[src/rtl/img_pixel_proc.sv]
// Streaming RGB point-operation processor: one pixel per beat in, one register stage out, raster coordinates and frame-done pulse.
// Optional grayscale mode 5 is built only when IMG_PROC_GRAY_EN is defined.
module img_pixel_proc #(
    parameter int WIDTH     = 768,
    parameter int HEIGHT    = 512,
    parameter int DW        = 8,
    parameter int VALUE     = 100,
    parameter int THRESHOLD = 90,
    localparam int CW = $clog2(WIDTH),
    localparam int RW = (HEIGHT > 1) ? $clog2(HEIGHT) : 1
) (
    input  logic          HCLK,
    input  logic          HRESET,
    input  logic          start,
    input  logic [2:0]    sel,
    input  logic          in_valid,
    output logic          in_ready,
    input  logic [DW-1:0] in_r,
    input  logic [DW-1:0] in_g,
    input  logic [DW-1:0] in_b,
    output logic          out_valid,
    input  logic          out_ready,
    output logic [DW-1:0] out_r,
    output logic [DW-1:0] out_g,
    output logic [DW-1:0] out_b,
    output logic [CW-1:0] out_col,
    output logic [RW-1:0] out_row,
    output logic          busy,
    output logic          ctrl_done,
    output logic [1:0]    fsm_state
);

    // Handshake: a beat transfers on the rising edge where valid & ready are both high;
    // a producer holds valid and data steady until that edge, and ready never depends on valid.
    typedef enum logic [1:0] {IDLE = 2'd0, RUN = 2'd1, DONE = 2'd2} state_t;

    localparam int N   = WIDTH * HEIGHT;
    localparam int NCW = $clog2(N + 1);
    localparam logic [DW:0]   VAL_EXT = (DW+1)'(VALUE);
    localparam logic [DW-1:0] VAL_DW  = DW'(VALUE);
    localparam logic [DW+1:0] THR3    = (DW+2)'(3 * THRESHOLD);
    localparam logic [DW-1:0] MAXV    = '1;

    state_t         state;
    logic [2:0]     mode_q;
    logic [NCW-1:0] in_cnt;
    logic           last_in_taken;
    logic           in_fire;
    logic           out_fire;
    logic           last_beat;
    logic [DW-1:0]  nxt_r, nxt_g, nxt_b;
    logic [DW+1:0]  sum_rgb;

    assign fsm_state     = state;
    assign last_in_taken = (in_cnt == NCW'(N));
    assign in_ready      = (state == RUN) && (!out_valid || out_ready) && !last_in_taken;
    assign in_fire       = in_valid && in_ready;
    assign out_fire      = out_valid && out_ready;
    assign last_beat     = out_fire && (out_col == CW'(WIDTH - 1)) && (out_row == RW'(HEIGHT - 1));
    assign sum_rgb       = {2'b00, in_r} + {2'b00, in_g} + {2'b00, in_b};

`ifdef IMG_PROC_GRAY_EN
    logic [DW+1:0] gray_sum;
    logic [DW-1:0] gray_y;
    assign gray_sum = {2'b00, in_r} + {1'b0, in_g, 1'b0} + {2'b00, in_b};
    assign gray_y   = gray_sum[DW+1:2];
`endif

    function automatic logic [DW-1:0] bright_up(input logic [DW-1:0] p);
        logic [DW:0] s;
        s = {1'b0, p} + VAL_EXT;
        return s[DW] ? MAXV : s[DW-1:0];
    endfunction

    function automatic logic [DW-1:0] bright_dn(input logic [DW-1:0] p);
        return (p > VAL_DW) ? (p - VAL_DW) : '0;
    endfunction

    always_comb begin
        nxt_r = in_r;
        nxt_g = in_g;
        nxt_b = in_b;
        case (mode_q)
            3'd1: begin
                nxt_r = bright_up(in_r);
                nxt_g = bright_up(in_g);
                nxt_b = bright_up(in_b);
            end
            3'd2: begin
                nxt_r = bright_dn(in_r);
                nxt_g = bright_dn(in_g);
                nxt_b = bright_dn(in_b);
            end
            3'd3: begin
                nxt_r = MAXV - in_r;
                nxt_g = MAXV - in_g;
                nxt_b = MAXV - in_b;
            end
            3'd4: begin
                nxt_r = (sum_rgb > THR3) ? MAXV : '0;
                nxt_g = (sum_rgb > THR3) ? MAXV : '0;
                nxt_b = (sum_rgb > THR3) ? MAXV : '0;
            end
`ifdef IMG_PROC_GRAY_EN
            3'd5: begin
                nxt_r = gray_y;
                nxt_g = gray_y;
                nxt_b = gray_y;
            end
`endif
            default: ;
        endcase
    end

    always_ff @(posedge HCLK or posedge HRESET) begin
        if (HRESET) begin
            state     <= IDLE;
            mode_q    <= 3'd0;
            in_cnt    <= '0;
            out_valid <= 1'b0;
            out_r     <= '0;
            out_g     <= '0;
            out_b     <= '0;
            out_col   <= '0;
            out_row   <= '0;
            busy      <= 1'b0;
            ctrl_done <= 1'b0;
        end else begin
            ctrl_done <= 1'b0;
            case (state)
                IDLE: begin
                    if (start) begin
                        state   <= RUN;
                        mode_q  <= sel;
                        in_cnt  <= '0;
                        out_col <= '0;
                        out_row <= '0;
                        busy    <= 1'b1;
                    end
                end
                RUN: begin
                    if (in_fire) begin
                        out_r  <= nxt_r;
                        out_g  <= nxt_g;
                        out_b  <= nxt_b;
                        in_cnt <= in_cnt + NCW'(1);
                    end
                    // Reload takes priority so accept-out plus accept-in leaves no bubble.
                    if (in_fire)
                        out_valid <= 1'b1;
                    else if (out_fire)
                        out_valid <= 1'b0;
                    if (out_fire) begin
                        if (out_col == CW'(WIDTH - 1)) begin
                            out_col <= '0;
                            out_row <= (out_row == RW'(HEIGHT - 1)) ? '0 : out_row + RW'(1);
                        end else begin
                            out_col <= out_col + CW'(1);
                        end
                    end
                    if (last_beat) begin
                        state     <= DONE;
                        ctrl_done <= 1'b1;
                    end
                end
                DONE: begin
                    state <= IDLE;
                    busy  <= 1'b0;
                end
                default: state <= IDLE;
            endcase
        end
    end

endmodule
[config.mk]
export PLATFORM = sky130hd
export DESIGN_NAME = img_pixel_proc
export DESIGN_NICKNAME = d
export VERILOG_FILES = /design/src/rtl/img_pixel_proc.sv
export SDC_FILE = /design/constraint.sdc
export NUM_CORES = 1
export LEC_CHECK = 0
export BUFFER_PORTS_ARGS = -buffer_cell sky130_fd_sc_hd__buf_2
export CAP_MARGIN = 20
export CORE_ASPECT_RATIO = 1.2
export CORE_UTILIZATION = 58
export CTS_CLUSTER_SIZE = 25
export DETAILED_ROUTE_END_ITERATION = 8
export PLACE_DENSITY = 0.9
export SYNTH_ARGS = -nofsm -noshare
export SYNTH_HDL_FRONTEND = slang
export SYNTH_SLANG_ARGS = --single-unit
[constraint.sdc]
create_clock -name HCLK -period 2.4 [get_ports HCLK]
set_clock_uncertainty 0.15 [all_clocks]
set_input_delay 0.24 -clock HCLK [delete_from_list [all_inputs] [get_ports HCLK]]
set_output_delay 0.24 -clock HCLK [all_outputs]
set_load 0.05 [all_outputs]
==> results of run 1 <==
==> power by group through the flow <==
stage	Sequential (mW)	Clock, mW	Combinational (mW)
finish	1.72	1.09	3.60
global route	1.75	1.15	3.84
CTS	1.70	1.09	3.43
detailed placement	1.72	0	3.27
global placement	1.71	0	3.17
floorplan	2.60	0	1.43
==> through the flow <==
stage                     cell area (um^2)  hold WS [ns]  power (mW)  utilization [%]  std cells
after floorplan                       5274        0.1954       4.032                -        638
after global placement                6187        0.1913       4.884            71.47        868
after detailed placement              6187        0.2020       4.992            71.47        868
after CTS                             6565       0.03809       6.218            75.83        893
after global routing                  6728       0.05080       6.734            77.71        897
final                                 6728       0.04085       6.423            77.71        897
==> flip-flops by register name, indices dropped and copies added (netlist names) <==
| register | flops |
|---|---|
| ctrl_done | 1 |
| mode_q | 3 |
| out_valid | 1 |
| out_row | 9 |
| busy | 1 |
| out_b | 8 |
| out_g | 8 |
| out_col | 10 |
| in_cnt | 19 |
| fsm_state | 2 |
| out_r | 8 |
==> cell families after synthesis <==
group                    after synthesis  synth area share [%]
flip-flops                            70                 33.63
buffers and inverters                 70                 5.405
XOR/XNOR                              28                 4.708
adder cells (fa/ha/maj)               30                 8.503
AND/OR/NAND/NOR                      259                 24.86
multiplexers                           3                0.6485
AO/OA/AOI/OAI                        178                 22.24
==> what timing repair did <==
| action | CTS | global route |
|---|---|---|
| hold buffers | 4 | 0 |
| pin swaps | 17 | 12 |
| gates resized for setup | 24 | 26 |
| setup buffers | 5 | 5 |
| setup endpoints to repair | 24 | 45 |
| hold endpoints to repair | 73 | 0 |
| cloned | 1 | 0 |
==> tightest hold or removal path, cell delays in order <==
cell     delay (ns)
buf_2          0.12
nand3_1        0.11
nor3_1         0.05
==> worst paths after layout <==
kind,cells past startpoint,start,slack (ns),to
max,15,in_r[1],-0.39,out_r[1]
min,3,out_ready,0.04,fsm_state[1]
max reg2reg,7,mode_q[1],-0.23,out_r[1]
min reg2reg,2,out_g[7],0.33,out_g[7]
max in group asynchronous,4,HRESET,1.43,in_cnt[18]
min in group asynchronous,4,HRESET,0.36,out_row[3]
==> final cells by class <==
class	instances	share of cell area (%)
Multi-Input combinational cell	499	51.03
Sequential cell	70	26.07
Timing Repair Buffer	159	15.31
Tap cell	117	2.176
Inverter	36	2.120
Clock buffer	10	1.897
Clock inverter	6	1.395
==> layout by cell type, fill, tap and decap left out, types with 6 or more instances in the layout <==
cell | netlist | layout
nor4_1 | 10 | 6
a21oi_2 | 0 | 10
fa_1 | 9 | 7
ha_1 | 21 | 20
o21ai_1 | 3 | 6
xnor2_1 | 14 | 14
a21oi_1 | 44 | 34
and3_1 | 8 | 7
dfrtp_1 | 70 | 68
inv_1 | 36 | 29
nand4_1 | 8 | 8
buf_4 | 1 | 73
clkbuf_8 | 0 | 9
nor3_1 | 21 | 19
o21ai_0 | 59 | 54
nand3_1 | 29 | 29
buf_2 | 6 | 79
nor2_1 | 57 | 57
nor2b_1 | 12 | 12
or3_1 | 13 | 13
inv_2 | 0 | 6
o221ai_1 | 8 | 8
a31oi_1 | 8 | 8
nand2_1 | 65 | 64
xor2_1 | 14 | 14
nand2b_1 | 12 | 12
==> routing by layer <==
metal	track usage (%)	part of all wire [%]	up-vias	wire, um
met5	0	0	-	0
li1	-	-	2560	-
met3	7.283	6.3	69	1004
met2	59.01	52	272	8319
met4	17.05	3.9	0	630
met1	43.05	38	2675	6100
==> impl_metrics.py, run 1 <==
metrics = {
    "sta": {
        "relSlewSlack_pct": 57.75,
        "slew_violations": 0,
        "setup_slack_ns": -0.3857,
        "min_period_over_period_pct": 116.1,
        "tightest_slew_ns": 0.6178,
        "final-hold-violation-count": 0,
        "finalSetupViolations": 25,
        "rsz0062_at_grt": "yes",
        "min_period_ns": 2.786,
        "fin_tns_setup_ns": -7.615,
        "fmax_mhz": 359.0,
    },
    "detailed_routing": {
        "drcViolationCount": 0,
        "avgViaCountPerCell": 6.216,
        "drt-total-wl_mm": 16.06,
        "wl_per_cell_um": 17.90,
        "vias": 5576,
        "detail-route-antenna-nets": 0,
        "dr.pass1.iters": 5,
        "drt_iter0_drc": 577,
    },
    "synth": {
        "synth_most_common_cell": "dfrtp_1",
        "syn_avg_cell_area_um2": 8.164,
        "mappedNetlistArea_um2": 5209,
        "syn_nets": 700,
        "synth_common_cells": "dfrtp_1 (70), nand2_1 (65), o21ai_0 (59)",
        "yosys_warnings": 0,
        "seq_area_frac_synth_pct": 33.63,
        "synth_top_area_share_pct": 33.63,
        "synth_area_leaders": "dfrtp_1 (34%), o21ai_0 (5.7%), ha_1 (5.0%), nand2_1 (4.7%), a21oi_1 (4.2%)",
        "synth-edff-count": 0,
        "ys_ff_latch": 70,
        "synth_cell_types": 66,
        "synth_flop_cell": "dfrtp_1",
        "syn_inst": 638,
        "async_flop_share_pct": 100.0,
        "synth_largest_area_cell": "dfrtp_1",
    },
    "power_and_ir_drop": {
        "combPwrFrac_pct": 56.1,
        "power.share.sequential_pct": 26.8,
        "p_sw_mw": 3.172,
        "power_density_nw_per_um2": 954.6,
        "switching_share_pct": 49.39,
        "power_frac_clock_pct": 17.0,
        "p_leak_nw": 3.060,
        "power.internal_mw": 3.251,
        "ir_drop_mv": 0.6285,
    },
    "clock_tree": {
        "clk-insertion-delay-late_ns": 0.37,
        "cts_tree": "done",
        "clock_path_buffers": 2,
        "cts.sinks": 70,
        "htreeDepth": 3,
        "cts_buffers": 9,
        "cts-root-buf": "clkbuf_8",
        "clkTransAtPathRegs_ns": 0.09,
    },
    "critical_path": {
        "path_buf_inv": 5,
        "path_max_fanout": 5,
        "cp-end-kind": "flop",
        "crit_chain": "buf_8 > inv_8 > fa_1 > inv_2 > ha_4 > inv_2 > fa_2 > and2b_2 > buf_4 > nor4_4 > a22o_1 > nor3_2 > a21oi_4 > nor2_4 > o41ai_2",
        "critPathKind": "in -> reg",
        "critPathMaxStageDelay_ns": 0.54,
        "cp_top_family": "adder cells",
        "crit_arrival_ns": 2.91,
        "crit_slowest_cell": "fa_1",
        "path_common_cell": "inv_2",
        "cp.required_ns": 2.52,
        "cp-start-kind": "primary input",
    },
    "global_routing": {
        "grt.total_usage_pct": 35.42,
        "grt_pass1_wl_mm": 25.56,
        "first_global_vias": 5429,
        "grt_max_degree": 71,
        "antenna_found_initial": 0,
        "grt-ovfl-total": 0,
    },
    "cells_and_area": {
        "diodes": 0,
        "fillCellCount": 566,
        "layout-drive-gt1-share_pct": 30.13,
        "area_growth_pct": 29.16,
        "seq_area_um2": 1754,
        "final_net_count": 837,
        "multi_input_area_um2": 3433,
    },
    "outcome": {
        "status": "complete, but fails checks",
        "violations": "negative setup slack",
    },
    "place": {
        "dp_hpwl_mm": 11.02,
        "gp_congestion": 0.9327,
        "dp_slack_ns": -0.9032,
        "portBuffers": 80,
    },
    "die": {
        "start_util_pct": 60.17,
        "dieWidth_um": 88.51,
        "rows": 37,
        "coreArea_um2": 8657,
        "dieArea_um2": 9365,
        "io_pins": 81,
        "die_h_um": 105.8,
    },
    "run": {
        "maxCapViolCount": 0,
    },
    "hold_path": {
        "hold_path_class": "in -> reg",
    },
}
(Power assumes the default switching activity.)
==> run 2: changes to the inputs <==
--- a/config.mk
+++ b/config.mk
@@ -5,13 +5,14 @@
 export SDC_FILE = /design/constraint.sdc
 export NUM_CORES = 1
 export LEC_CHECK = 0
+export ABC_AREA = 1
 export BUFFER_PORTS_ARGS = -buffer_cell sky130_fd_sc_hd__buf_2
 export CAP_MARGIN = 20
 export CORE_ASPECT_RATIO = 1.2
-export CORE_UTILIZATION = 58
+export CORE_UTILIZATION = 59
 export CTS_CLUSTER_SIZE = 25
 export DETAILED_ROUTE_END_ITERATION = 8
-export PLACE_DENSITY = 0.9
+export PLACE_DENSITY = 0.91
 export SYNTH_ARGS = -nofsm -noshare
 export SYNTH_HDL_FRONTEND = slang
 export SYNTH_SLANG_ARGS = --single-unit
==> impl_metrics.py, run 2 <==
metrics = {
    "synth": {
        "syn_avg_cell_area_um2": 7.065,
        "synth_common_cells": "nand2_1 (226), inv_1 (89), nor2_1 (72)",
        "async_flop_share_pct": 100.0,
        "syn_inst": 793,
        "synth_largest_area_cell": "dfrtp_1",
        "synth-edff-count": 0,
        "synth_most_common_cell": "nand2_1",
        "synth_top_area_share_pct": 31.26,
        "yosys_warnings": 0,
        "seq_area_frac_synth_pct": 31.26,
        "synth_flop_cell": "dfrtp_1",
        "synth_cell_types": 49,
        "syn_nets": 855,
        "synth_area_leaders": "dfrtp_1 (31%), nand2_1 (15%), inv_1 (6.0%), nor2_1 (4.8%), ha_1 (4.7%)",
        "ys_ff_latch": 70,
        "mappedNetlistArea_um2": 5603,
    },
    "cells_and_area": {
        "utilization_pct": 74.27,
        "top_register": "in_cnt",
        "diodes": 0,
        "layout-drive-gt1-share_pct": 23.86,
        "final_common_cell": "nand2_1",
        "final_net_count": 975,
        "reg_top3": "in_cnt: 19 flops, out_col: 10 flops, out_row: 9 flops",
        "fillCellCount": 691,
        "area_growth_pct": 21.01,
        "mostFrequentLayoutCells": "nand2_1 (207), inv_1 (83), buf_2 (77)",
        "largest_reg_flops": 19,
    },
    "clock_tree": {
        "cts-root-buf": "clkbuf_8",
        "htreeDepth": 3,
        "clock_path_buffers": 2,
        "cts_buffers": 9,
        "cts_tree": "done",
        "cts.sinks": 70,
        "postCtsSetupBuffers": 0,
        "clkTransAtPathRegs_ns": 0.08,
        "clk-insertion-delay-late_ns": 0.37,
    },
    "sta": {
        "relSlewSlack_pct": 64.72,
        "setup_slack_ns": -0.05255,
        "finalSetupViolations": 18,
        "fmax_mhz": 407.7,
        "slew_violations": 0,
        "whs_ns": 0.07106,
        "tightest_slew_ns": 0.5273,
        "min_period_over_period_pct": 102.2,
        "final-hold-violation-count": 0,
        "min_period_ns": 2.453,
        "rsz0062_at_grt": "yes",
    },
    "run": {
        "maxCapViolCount": 0,
    },
    "critical_path": {
        "critPathKind": "in -> reg",
        "path_max_fanout": 8,
        "critPathMaxStageDelay_ns": 0.52,
        "crit_arrival_ns": 2.57,
        "path_buf_inv": 5,
        "cp_top_family": "adder cells",
        "crit_chain": "buf_12 > inv_12 > fa_1 > inv_1 > ha_2 > inv_2 > fa_2 > nor3_2 > nand2_1 > nand3_1 > nor2_1 > nand3_1 > nand2_1 > nand2_2 > nand2_4 > clkbuf_16 > nand2_1 > nand2_1 > nand2_1",
        "cp.required_ns": 2.52,
        "cp-start-kind": "primary input",
        "path_common_cell": "nand2_1",
        "crit_slowest_cell": "fa_2",
        "rrSetupSlack_ns": 0.14,
        "cp-end-kind": "flop",
    },
    "detailed_routing": {
        "vias": 5849,
        "drt-total-wl_mm": 15.22,
        "dr.pass1.iters": 5,
        "detail-route-antenna-nets": 0,
        "drt_iter0_drc": 420,
        "drcViolationCount": 0,
        "avgViaCountPerCell": 5.635,
        "wl_per_cell_um": 14.66,
    },
    "outcome": {
        "status": "complete, but fails checks",
        "violations": "negative setup slack",
    },
    "global_routing": {
        "antenna_found_initial": 0,
        "first_global_vias": 5442,
        "grt_max_degree": 71,
        "grt-ovfl-total": 0,
        "grt_pass1_wl_mm": 24.73,
        "grt.total_usage_pct": 31.63,
    },
    "die": {
        "rows": 38,
        "start_util_pct": 61.38,
        "dieArea_um2": 9892,
        "coreArea_um2": 9129,
        "dieWidth_um": 90.96,
        "die_h_um": 108.8,
        "io_pins": 81,
    },
    "power_and_ir_drop": {
        "p_leak_nw": 3.524,
        "ir_drop_mv": 0.6909,
        "power_density_nw_per_um2": 996.0,
        "finalPower_mw": 6.753,
    },
    "place": {
        "portBuffers": 80,
        "gp_congestion": 0.9387,
        "dp_hpwl_mm": 10.90,
    },
    "hold_path": {
        "hold_path_class": "in -> reg",
    },
}
[run 2: cell count changes in the layout (fill, tap and decap cells not counted), moves of 12 or more]
cell	before	now
nand2_1	64	207
inv_1	29	83
o21ai_0	54	19
buf_4	73	42
o21ai_1	6	33
nand2_2	1	22
nand3_1	29	45
nand4_1	8	22
nor2_1	57	71
or3_1	13	0
nand2b_1	12	0
nor2b_1	12	0
[run 2: cell type report]
cell class                 count  area [um^2]  share of cell area (%)
multi-input combinational    594         3368                   49.68
sequential                    70         1752                   25.84
timing repair buffer         132        889.6                   13.12
inverter                     106        420.4                   6.200
tap                          120        150.1                   2.214
clock buffer                  11        141.4                   2.085
clock inverter                 5        58.81                  0.8673
[run 2: final timing paths]
path / start / end / cells after the start
max reg2reg: in_cnt[0] / in_cnt[8] / 11
max in group asynchronous: HRESET / in_cnt[15] / 4
min in group asynchronous: HRESET / out_b[5] / 4
min reg2reg: out_b[3] / out_b[3] / 2
max: in_r[1] / out_b[0] / 19
min: in_g[1] / out_g[1] / 5
[run 2: through the flow]
step	worst slack [ns]	TNS (ns)	cell area, um^2	std cells
detailed placement	-0.4906	-11.29	6406	1016
global placement	-0.4041	-9.362	6406	1016
finish	-0.05255	-0.3476	6780	1038
global route	-0.2094	-4.522	6780	1038
CTS	-0.01904	-0.1480	6690	1037
floorplan	-0.1279	-2.476	5625	793
[run 2: per-layer routing]
layer  track usage [%]  routed length, um  share of wire [%]  vias up
met5                 0                  0                  0        -
met4             15.42                514                3.4        0
met3             5.439                999                6.6       47
li1                  -                  -                  -     2821
met2             55.30               7781                 51      246
met1             37.98               5925                 39     2735
[run 2: timing repair]
| action | CTS | global route |
|---|---|---|
| pin swaps | 0 | 8 |
| gates resized for setup | 11 | 23 |
| setup endpoints to repair | 23 | 25 |
| hold buffers | 5 | 0 |
| endpoints found under the hold margin | 74 | 0 |
| cloned | 0 | 1 |
[run 2: power by group]
group | internal, mW | total (mW) | switching (mW)
combinational | 1.15 | 3.85 | 2.70
clock | 0.508 | 0.975 | 0.468
sequential | 1.57 | 1.93 | 0.361
total | 3.23 | 6.75 | 3.53
[run 2: kinds of logic (layout without fill, tap and decap cells)]
family	after synthesis	in the layout	synth area share [%]
buffers and inverters	129	254	9.960
AOI/OAI and AO/OA	129	129	14.31
adders and majority gates	30	30	7.905
xor gates and xnor gates	21	21	3.283
DFF	70	70	31.26
and+or+nand+nor	414	414	33.27
[run 2: worst register-to-register path, stage by stage, from the launching register on]
cell and delay [ns]:
dfrtp_1 0.41, inv_1 0.17, ha_1 0.18, nand2_1 0.05, nor3_1 0.20, nand3_1 0.20
nand3_4 0.12, nand2_2 0.31, nand2_1 0.19, nand2_1 0.07, nand2_1 0.05, nor2_1 0.04
==> run 3: changes to the inputs <==
--- a/config.mk
+++ b/config.mk
@@ -5,14 +5,14 @@
 export SDC_FILE = /design/constraint.sdc
 export NUM_CORES = 1
 export LEC_CHECK = 0
-export ABC_AREA = 1
 export BUFFER_PORTS_ARGS = -buffer_cell sky130_fd_sc_hd__buf_2
 export CAP_MARGIN = 20
 export CORE_ASPECT_RATIO = 1.2
-export CORE_UTILIZATION = 59
+export CORE_MARGIN = 2
+export CORE_UTILIZATION = 58
 export CTS_CLUSTER_SIZE = 25
 export DETAILED_ROUTE_END_ITERATION = 8
-export PLACE_DENSITY = 0.91
+export PLACE_DENSITY = 0.9
 export SYNTH_ARGS = -nofsm -noshare
 export SYNTH_HDL_FRONTEND = slang
 export SYNTH_SLANG_ARGS = --single-unit
==> impl_metrics.py, run 3 (synthesis gave the netlist of run 1 again) <==
metrics = {
    "cells_and_area": {
        "mostFrequentLayoutCells": "buf_2 (77), buf_4 (73), dfrtp_1 (68)",
        "final_common_cell": "buf_2",
        "fillCellCount": 582,
        "largest_reg_flops": 19,
        "reg_top3": "in_cnt: 19 flops, out_col: 10 flops, out_row: 9 flops",
        "design_area_um2": 6698,
        "top_register": "in_cnt",
        "area_growth_pct": 28.59,
        "layout-drive-gt1-share_pct": 29.12,
        "fin_cells": 900,
        "diodes": 0,
        "final_net_count": 840,
    },
    "power_and_ir_drop": {
        "power_frac_clock_pct": 16.0,
        "combPwrFrac_pct": 56.7,
        "power.internal_mw": 3.214,
        "power_density_nw_per_um2": 944.5,
        "p_sw_mw": 3.112,
        "finalPower_mw": 6.326,
        "power.share.sequential_pct": 27.3,
        "p_leak_nw": 3.057,
        "ir_drop_mv": 0.7018,
        "switching_share_pct": 49.19,
    },
    "critical_path": {
        "path_buf_inv": 6,
        "crit_slowest_cell": "fa_1",
        "rrSetupSlack_ns": -0.01,
        "crit_arrival_ns": 2.88,
        "cp.required_ns": 2.50,
        "ff2ff_path_depth": 6,
        "path_common_cell": "buf_6",
        "cp_top_family": "adder cells",
        "timing.rr.end": "out_r[4]",
        "path_max_fanout": 5,
        "critPathKind": "in -> reg",
        "cp-start-kind": "primary input",
        "worstReg2RegStart": "in_cnt[3]",
        "critPathMaxStageDelay_ns": 0.44,
        "crit_chain": "buf_6 > inv_8 > fa_1 > inv_1 > ha_2 > inv_2 > fa_2 > and2b_2 > o31ai_4 > a21o_1 > a211oi_2 > a21oi_4 > buf_12 > buf_6 > nor2_4 > o31ai_1",
        "cp-end-kind": "flop",
    },
    "sta": {
        "fmax_mhz": 360.2,
        "finalSetupViolations": 24,
        "tightest_slew_ns": 0.5400,
        "final-hold-violation-count": 0,
        "relSlewSlack_pct": 63.95,
        "slew_violations": 0,
        "setup_slack_ns": -0.3764,
        "min_period_ns": 2.776,
        "rsz0062_at_grt": "yes",
        "min_period_over_period_pct": 115.7,
    },
    "place": {
        "portBuffers": 80,
        "dp_hpwl_mm": 11.41,
        "dp_slack_ns": -0.8853,
        "placed_area_um2": 6202,
        "placed_cells": 870,
        "gp_congestion": 0.9277,
    },
    "clock_tree": {
        "clkTransAtPathRegs_ns": 0.08,
        "cts_buffers": 9,
        "cts-root-buf": "clkbuf_8",
        "cts.sinks": 70,
        "htreeDepth": 3,
        "clock_path_buffers": 2,
        "cts_tree": "done",
        "clk-insertion-delay-late_ns": 0.36,
    },
    "detailed_routing": {
        "avgViaCountPerCell": 6.220,
        "drt-total-wl_mm": 16.24,
        "drt_iter0_drc": 474,
        "dr.pass1.iters": 6,
        "detail-route-antenna-nets": 0,
        "vias": 5598,
        "wl_per_cell_um": 18.04,
        "drcViolationCount": 0,
    },
    "run": {
        "maxCapViolCount": 0,
    },
    "outcome": {
        "violations": "negative setup slack",
        "status": "complete, but fails checks",
    },
    "hold_path": {
        "hp-start": "out_ready",
        "hold_path_class": "in -> reg",
        "whs_path_depth": 3,
        "hold_end": "fsm_state[1]",
    },
    "die": {
        "rows": 37,
        "io_pins": 81,
        "dieArea_um2": 9758,
        "coreArea_um2": 8657,
        "die_h_um": 107.8,
        "dieWidth_um": 90.51,
        "start_util_pct": 60.17,
    },
    "global_routing": {
        "grt_pass1_wl_mm": 25.67,
        "grt.total_usage_pct": 32.84,
        "antenna_found_initial": 0,
        "grt_max_degree": 48,
        "first_global_vias": 5460,
        "grt-ovfl-total": 0,
    },
}
-- run 3: repair_timing --
item / in CTS / in global routing
pin swaps: 22 / 10
setup endpoints to repair: 25 / 45
endpoints found under the hold margin: 26 / 0
gates resized for setup: 19 / 21
gates cloned: 1 / 0
hold buffers: 4 / 0
buffers inserted: 5 / 4
-- run 3: power groups by stage --
stage	Sequential [mW]	Combinational (mW)	Clock [mW]
finish	1.73	3.59	1.01
global route	1.76	3.82	1.07
CTS	1.71	3.38	1.01
floorplan	2.60	1.43	0
global placement	1.71	3.19	0
detailed placement	1.73	3.28	0
-- run 3: per-stage QoR --
stage	utilization (%)	TNS [ns]	hold WS, ns
2_1_floorplan	-	-9.231	0.1954
5_1_grt	77.37	-10.24	0.08896
3_5_place_dp	71.64	-19.12	0.1563
3_3_place_gp	71.64	-16.62	0.1534
4_1_cts	75.66	-8.574	0.08148
6_report	77.37	-7.274	0.1020
-- run 3: worst max path at each step --
stage	cells past startpoint	startpoint	slack, ns	endpoint
floorplan	13	in_r[1]	-0.42	out_r[0]
global placement	14	in_r[1]	-0.76	out_r[0]
detailed placement	14	in_r[1]	-0.89	out_r[0]
CTS	15	in_g[1]	-0.41	out_r[6]
global route	17	in_g[1]	-0.50	out_r[6]
finish	16	in_r[1]	-0.38	out_r[6]
-- run 3: tightest hold or removal path, cell delays in order --
cell	delay [ns]
buf_2	0.13
nand3_1	0.14
nor3_1	0.06
-- run 3: area by class of cell --
cell class | instances | area [um^2] | area share, %
clock buffer | 11 | 151.4 | 2.260
clock inverter | 5 | 57.56 | 0.8593
inverter | 36 | 145.1 | 2.167
multi-input combinational | 499 | 3358 | 50.14
sequential | 70 | 1754 | 26.19
tap | 117 | 146.4 | 2.186
timing repair buffer | 162 | 1085 | 16.20
-- run 3: per-layer routing --
layer | vias to the layer above | GRT usage, % | wire length [um]
met1 | 2714 | 37.74 | 6163
met3 | 62 | 7.353 | 1079
met2 | 267 | 58.48 | 8371
li1 | 2555 | - | -
met5 | - | 0 | 0
met4 | 0 | 14.62 | 621
